## src/rtl/vga_fb_arbiter.sv

```systemverilog
// Frame-buffer arbiter: upscaled XGA scan-out reads get fixed slots, a valid/ready writer gets the rest.
// Optional macro FB_VBLANK_ONLY_EN: writer is granted only outside ACTIVE (tear-free writing).
module vga_fb_arbiter #(
    parameter int IMG_W      = 256,
    parameter int IMG_H      = 192,
    parameter int SCALE_LOG2 = 2,
    parameter int ADDR_W     = 16,
    parameter int DATA_W     = 12,
    parameter int V_ACT      = 768
) (
    input  logic              clk_vga,
    input  logic              rst,
    input  logic [10:0]       pix_x,
    input  logic [10:0]       pix_y,
    input  logic              pix_de,
    input  logic              wr_valid,
    output logic              wr_ready,
    input  logic [ADDR_W-1:0] wr_addr,
    input  logic [DATA_W-1:0] wr_data,
    output logic              mem_en,
    output logic              mem_we,
    output logic [ADDR_W-1:0] mem_addr,
    output logic [DATA_W-1:0] mem_wdata,
    input  logic [DATA_W-1:0] mem_rdata,
    output logic [DATA_W-1:0] rgb_out,
    output logic              de_out,
    output logic              frame_done
);

    typedef enum logic [1:0] {ST_SYNC, ST_ACTIVE, ST_VBLANK} state_t;

    localparam int LINE_W = $clog2(V_ACT + 1);

    if (IMG_W * IMG_H > (1 << ADDR_W)) begin : g_bad_cfg
        $error("vga_fb_arbiter: IMG_W*IMG_H does not fit in ADDR_W address bits");
    end

    state_t            state;
    logic [LINE_W-1:0] line_cnt;
    logic              de_d1;
    logic              de_d2;
    logic              rd_d1;
    logic              rd_d2;
    logic              disp_slot;
    logic              de_rise;
    logic              de_fall;
    logic [ADDR_W-1:0] rd_addr;

    assign de_rise   = pix_de && !de_d1;
    assign de_fall   = !pix_de && de_d1;
    assign disp_slot = (state == ST_ACTIVE) && pix_de && (pix_x[SCALE_LOG2-1:0] == '0);

    // Downscaled row/column into the stored image; IMG_W is constant, so a power of 2 becomes a shift.
    assign rd_addr = ADDR_W'(ADDR_W'(pix_y >> SCALE_LOG2) * ADDR_W'(IMG_W))
                   + ADDR_W'(pix_x >> SCALE_LOG2);

`ifdef FB_VBLANK_ONLY_EN
    assign wr_ready = !rst && (state != ST_ACTIVE);
`else
    assign wr_ready = !rst && !disp_slot;
`endif

    always_ff @(posedge clk_vga) begin
        if (rst) begin
            state      <= ST_SYNC;
            line_cnt   <= '0;
            de_d1      <= 1'b0;
            de_d2      <= 1'b0;
            de_out     <= 1'b0;
            rd_d1      <= 1'b0;
            rd_d2      <= 1'b0;
            rgb_out    <= '0;
            frame_done <= 1'b0;
            mem_en     <= 1'b0;
            mem_we     <= 1'b0;
            mem_addr   <= '0;
            mem_wdata  <= '0;
        end else begin
            de_d1      <= pix_de;
            de_d2      <= de_d1;
            de_out     <= de_d2;
            rd_d1      <= disp_slot;
            rd_d2      <= rd_d1;
            frame_done <= 1'b0;

            // Read data lands two cycles after the slot; blank whenever the delayed enable is low.
            if (!de_d2) begin
                rgb_out <= '0;
            end else if (rd_d2) begin
                rgb_out <= mem_rdata;
            end

            if (disp_slot) begin
                mem_en   <= 1'b1;
                mem_we   <= 1'b0;
                mem_addr <= rd_addr;
            end else if (wr_valid && wr_ready) begin
                mem_en    <= 1'b1;
                mem_we    <= 1'b1;
                mem_addr  <= wr_addr;
                mem_wdata <= wr_data;
            end else begin
                mem_en <= 1'b0;
                mem_we <= 1'b0;
            end

            case (state)
                ST_SYNC: begin
                    if (pix_de && pix_x == '0 && pix_y == '0) begin
                        state <= ST_ACTIVE;
                    end
                end
                ST_ACTIVE: begin
                    if (de_fall) begin
                        if (line_cnt == LINE_W'(V_ACT - 1)) begin
                            state      <= ST_VBLANK;
                            frame_done <= 1'b1;
                            line_cnt   <= '0;
                        end else begin
                            line_cnt <= line_cnt + 1'b1;
                        end
                    end
                end
                ST_VBLANK: begin
                    // A rise on any row but 0 means we lost lock with the timing generator.
                    if (de_rise) begin
                        state <= (pix_y == '0) ? ST_ACTIVE : ST_SYNC;
                    end
                end
                default: state <= ST_SYNC;
            endcase
        end
    end

endmodule
```

## config.mk

```make
export PLATFORM = sky130hd
export DESIGN_NAME = vga_fb_arbiter
export DESIGN_NICKNAME = d
export VERILOG_FILES = /design/src/rtl/vga_fb_arbiter.sv
export SDC_FILE = /design/constraint.sdc
export NUM_CORES = 1
export LEC_CHECK = 0
export ABC_CLOCK_PERIOD_IN_PS = 1450
export CAP_MARGIN = 40
export CORE_UTILIZATION = 38
export CTS_CLUSTER_DIAMETER = 200
export DETAILED_ROUTE_END_ITERATION = 8
export GPL_TIMING_DRIVEN = 0
export MAX_ROUTING_LAYER = met4
export PLACE_DENSITY = 0.83
export SLEW_MARGIN = 20
export SYNTH_ARGS = -nofsm -noshare
export SYNTH_HDL_FRONTEND = slang
export SYNTH_SLANG_ARGS = --single-unit
```

## constraint.sdc

```tcl
create_clock -name clk_vga -period 1.45 [get_ports clk_vga]
set_input_delay 0.29 -clock clk_vga [delete_from_list [all_inputs] [get_ports clk_vga]]
set_output_delay 0.29 -clock clk_vga [all_outputs]
set_load 0.03 [all_outputs]
```

After elaboration in Yosys (flattened, before gate mapping)
Cells that the tools add are included.
W data, S select, Z words.
{ "totals": {"elab_cells": 61, "out_inout_bits": 45, "input_bits": 66, "reg_bits": 60} }
{ "op_classes": {"eq_ne": 7, "bitwise_logic": 4, "mux": 12, "reduce_logical": 23, "n_addsub": 2} }
{ "op_table": {"columns": ["cell", "n"], "rows": [
  ["$mux W16", 2],
  ["$logic_not A11 Y1", 2],
  ["$add A16 B9 Y16", 1],
  ["$add A10 B1 Y10 const B", 1],
  ["$eq A10 B10 Y1 const B", 1],
  ["$mux W10", 1],
  ["$logic_and A1 B1 Y1", 8],
  ["$mux W2", 4],
  ["$ne A2 B2 Y1 const B", 3],
  ["$pmux W2 S3", 1],
  ["$logic_not A1 Y1", 4],
  ["$logic_not A2 Y1", 2],
  ["$mux W1", 4],
  ["$not A1 Y1", 4],
  ["$reduce_and A2 Y1", 2],
  ["$reduce_and A4 Y1", 1],
  ["$reduce_or A2 Y1", 2],
  ["$reduce_or A3 Y1", 1],
  ["$eq A2 B1 Y1 const B", 1],
  ["$eq A2 B2 Y1 const B", 1],
  ["$ne A2 B1 Y1 const B", 1],
  ["$reduce_bool A2 Y1", 1]
]} }

Longest topological paths before layout
{ "logic_depth": {"depth_word": 8, "depth_mapped": 6} }

Least setup slack after synthesis
Ideal clock, no wire load.
{ "synth_path": {"kind": "reg-to-output", "startpoint": "reg state[1]", "endpoint": "out wr_ready", "path_slack_ps": -106, "stages_incl_launch_ff": 4, "arrival_ps": 1266, "path_cell_list": "dfxtp_1 > nand2b_4 > and2b_2 > nor2_1"} }
{ "synth_between": {"elab_chain_cells": 5} }
{ "synth_rtl": {"columns": ["item", "line", "text"], "rows": [
  ["start: declaration", "38", "state_t state;"],
  ["start signal: assignment", "127", "state <= (pix_y == '0) ? ST_ACTIVE : ST_SYNC;"],
  ["$eq A2 B1 Y1", "51", "assign disp_slot = (state == ST_ACTIVE) && pix_de && (pix_x[SCALE_LOG2-1:0] == '0);"],
  ["$logic_and A1 B1 Y1 (2 in a row)", "51", null],
  ["$logic_not A1 Y1", "60", "assign wr_ready = !rst && !disp_slot;"],
  ["$logic_and A1 B1 Y1", "60", null],
  ["end: declaration", "17", "output logic wr_ready,"]
]} }
Every way passes these cells.

Worst setup path after layout
{ "layout_path": {"startpoint": "reg state[0]", "endpoint": "out wr_ready"} }
Same word-level chain as after synthesis.

==> summary.log <==
qor: status.run_status complete, but fails checks
qor: status.violations negative setup slack
qor: yosys.synth-seq-cells 60
qor: layout.fillCellCount 530
qor: yosys.mappedNetlistNets 340
qor: sta.finalWorstPathRequiredPeriod 1.620 ns
qor: yosys.synth.cell_area 2621 sq um
qor: placed_design.finalWeightedCongestion 0.7980
qor: critical_path.slowest_stage_cell_cp sky130_fd_sc_hd__dfxtp_1
qor: critical_path.crit_path_start_kind register
qor: global_routing.use_met3 0.03210
qor: floorplan.dieArea 7234 sq um
qor: sta.maxClockFrequency 0.6172 GHz
qor: global_routing.grt.total_usage 0.1933
qor: yosys.yosys_most_used_dff sky130_fd_sc_hd__dfxtp_1
qor: drt.detail_route.first_pass.iterations 4
qor: yosys.syn_area_per_cell 9.673 sq um
qor: global_routing.first_global_vias 2276
qor: layout.layout.nets 478
qor: sta.report.final.setup_viol 3
qor: drt.drt-vias-per-instance 5.094
qor: sta.finalWorstSetupSlack -0.1702 ns
qor: sta.report.final.hold_viol_count 0
qor: pwr.cellPowerDensity 925.9 nW/um^2
qor: placed_design.port_buffers 109
qor: floorplan.fp-row-count 29
qor: clock_tree.clock_latency_late_sink 0.33 ns
qor: pwr.ir_worst_vdd 0.4888 mV
qor: yosys.syn_warnings 0
qor: floorplan.die-width 85.06 um
qor: placed_design.detailed_place_hpwl 4804 um
qor: critical_path.req_time_crit_path 1.16 ns
qor: layout.area_taken_by_flip_flops_and_latches 1216 sq um
qor: critical_path.worst_path_dominant_cell_family simple AND/OR/NAND/NOR gates
qor: layout.syn2layout_area_growth 61.91%
qor: yosys.postSynthCellCount 271
qor: global_routing.grt_start_max_net_pins 12
qor: floorplan.io-pin-count 111
qor: drt.finalWirelength 7266 um
qor: yosys.synth-async-reset-ratio 0
qor: sta.setup_repair_after_global_routing_missed_its_margin true
qor: sta.skew 0.003583 ns
qor: clock_tree.cts_made_buffers 9
qor: global_routing.use_met1 0.2236
qor: drt.detail_route.drc_violations 0
qor: yosys.synthDistinctLibCells 43
qor: critical_path.worstPathCellList buf_6 > nand2b_4 > and2b_2 > nor2_4 > buf_6
qor: layout.layout_common_cells sky130_fd_sc_hd__dfxtp_1, sky130_fd_sc_hd__clkdlybuf4s50_1, sky130_fd_sc_hd__dlygate4sd2_1
qor: floorplan.initial_utilization 0.4036
qor: pwr.power.leakage 1.807 nW
qor: yosys.synth_sequential_area_ratio 0.4582
qor: clock_tree.clock_sink_count 60
qor: sta.timing_max_transition_violations_final 0
qor: critical_path.worstPathMaxFanout 5
qor: global_routing.globalRoute.busiestLayer met2
qor: critical_path.crit_path_frequent_cell sky130_fd_sc_hd__buf_6
qor: drt.avgRoutedWirePerCell 14.80 um
qor: sta.layout_worst_path_cycle_share 1.117
qor: critical_path.cp.arrival 1.33 ns
qor: critical_path.timing_worst_setup_path_type reg -> out
qor: global_routing.grt_overflow 0
qor: drt.drtIter0Drc 110
qor: sta.timing_worst_slew_pin_value 0.5209 ns
qor: clock_tree.clock-root-buffer sky130_fd_sc_hd__clkbuf_8
qor: floorplan.die_height 85.06 um
qor: critical_path.cp-end-kind output port
qor: placed_design.pre_cts_slack -1.058 ns
qor: clock_tree.clockBufferDepth 2
qor: floorplan.core_area 6495 sq um
qor: sta.maxSlewHeadroom 0.6527
qor: critical_path.cp.buffers_inverters 2
qor: global_routing.grt_antenna_before_repair 0
qor: run.cap_viol_max_count 0
qor: critical_path.crit_path_max_incr_delay 0.31 ns
qor: drt.vias_after_detailed_routing 2501
qor: yosys.synth_edf_count 0
qor: global_routing.grt_pass1_wl 10620 um
qor: layout.antenna_cells 0
qor: clock_tree.h_tree_depth 3
qor: clock_tree.clkSlewWorstSetupHoldPaths 0.07 ns
qor: sta.hold_slack_final 0.2583 ns
qor: clock_tree.cts_tree built
qor: worst_hold_path.hold_path_class in -> reg
qor: layout.multi_input_area 1423 sq um
qor: drt.drt.antenna.violating_nets 0
qor: layout.layout-drive-gt1-share 0.1884
qor: global_routing.grt_use_met2 0.3299
layer usage:
metal / share of wire / vias up
met2: 0.50 / 104
met1: 0.42 / 1164
met5: 0 / -
li1: - / 1219
met3: 0.056 / 14
met4: 0.019 / 0
flip-flops by register name, summed over array words and instances, names as in the netlist:
signal	count
mem_en	1
de_d1	1
mem_wdata	12
mem_we	1
rd_d2	1
rgb_out	12
state	2
frame_done	1
de_d2	1
de_out	1
line_cnt	10
rd_d1	1
mem_addr	16
Yosys cell counts (2+ instances only):
master                     instances  area [sq um]
sky130_fd_sc_hd__a211oi_1         17         127.6
sky130_fd_sc_hd__a21oi_1           2         10.01
sky130_fd_sc_hd__and3_1            2         12.51
sky130_fd_sc_hd__buf_2             2         10.01
sky130_fd_sc_hd__buf_4             2         15.01
sky130_fd_sc_hd__buf_6             5         56.30
sky130_fd_sc_hd__clkbuf_1          4         15.01
sky130_fd_sc_hd__dfxtp_1          60          1201
sky130_fd_sc_hd__ha_1              3         37.54
sky130_fd_sc_hd__inv_1             5         18.77
sky130_fd_sc_hd__mux2i_1          28         280.3
sky130_fd_sc_hd__nand2_1          17         63.81
sky130_fd_sc_hd__nand2b_1         14         87.58
sky130_fd_sc_hd__nand3_1           5         25.02
sky130_fd_sc_hd__nand3b_1          2         15.01
sky130_fd_sc_hd__nand4_1           3         18.77
sky130_fd_sc_hd__nor2_1           41         153.9
sky130_fd_sc_hd__nor2b_1           5         31.28
sky130_fd_sc_hd__nor3_1            4         20.02
sky130_fd_sc_hd__nor4_1            5         31.28
sky130_fd_sc_hd__o21ai_0           7         35.03
sky130_fd_sc_hd__o21ai_1           5         25.02
sky130_fd_sc_hd__xnor2_1           9         78.83
sky130_fd_sc_hd__xor2_1            5         43.79
report_power, final:
| group | switching [mW] | internal, mW | leakage (nW) | total (mW) |
|---|---|---|---|---|
| Combinational | 0.281 | 0.293 | 1.20 | 0.573 |
| Sequential | 0.0268 | 1.70 | 0.494 | 1.73 |
| Clock | 0.671 | 0.960 | 0.109 | 1.63 |
timing repair:
item	CTS	global route
endpoints found under the setup margin	87	28
hold buffers	0	0
cloned	1	2
buffers inserted	5	10
pin swaps	5	10
resized for setup	73	24
cell type report:
cell class / instances / share of cell area
sequential: 60 / 0.2866
multi-input combinational: 191 / 0.3352
buffer: 14 / 0.02447
inverter: 6 / 0.005307
clock inverter: 7 / 0.02152
clock buffer: 9 / 0.02919
tap: 77 / 0.02270
timing repair buffer: 127 / 0.2751
path summary, 6_finish.rpt:
kind                              from  slack, ns  cells after the start                   endpoint
max              state[0]$_SDFFE_PP0P_      -0.17                      5                   wr_ready
min                             pix_de       0.26                      2           de_d1$_SDFF_PP0_
max reg2reg      state[0]$_SDFFE_PP0P_      -0.03                      7   line_cnt[9]$_SDFFE_PP0P_
min reg2reg  mem_wdata[3]$_SDFFE_PP0P_       0.46                      2  mem_wdata[3]$_SDFFE_PP0P_
kinds of logic (layout without fill, tap and decap cells):
kind of cell             after synthesis  after routing  synth area share
AO/OA/AOI/OAI                         38             38            0.1069
flip-flops                            60             60            0.4582
AND/OR/NAND/NOR                      107            107            0.2158
adder cells (fa/ha/maj)                3              3           0.01432
multiplexers                          29             29            0.1112
buffers and inverters                 20            163           0.04677
XOR/XNOR                              14             14           0.04678
metrics by stage:
step	setup TNS (ns)	instance area [sq um]	utilization	power [mW]	instances
2_1_floorplan	0	2624	-	2.022	271
3_3_place_gp	-21.77	3811	0.5868	2.347	457
3_5_place_dp	-23.59	3811	0.5868	2.356	457
4_1_cts	-0.2662	4075	0.6274	3.958	479
5_1_grt	-0.8471	4244	0.6534	4.083	491
6_report	-0.2313	4244	0.6534	3.929	491
worst reg2reg max path: stages, from the launching register on:
cell                       delay [ns]
sky130_fd_sc_hd__dfxtp_1         0.31
sky130_fd_sc_hd__buf_6           0.12
sky130_fd_sc_hd__buf_4           0.14
sky130_fd_sc_hd__and4bb_2        0.23
sky130_fd_sc_hd__buf_4           0.16
sky130_fd_sc_hd__and4bb_1        0.20
sky130_fd_sc_hd__xnor2_1         0.14
sky130_fd_sc_hd__nor2_1          0.06
No activity file was read; power rests on OpenSTA's default activity.
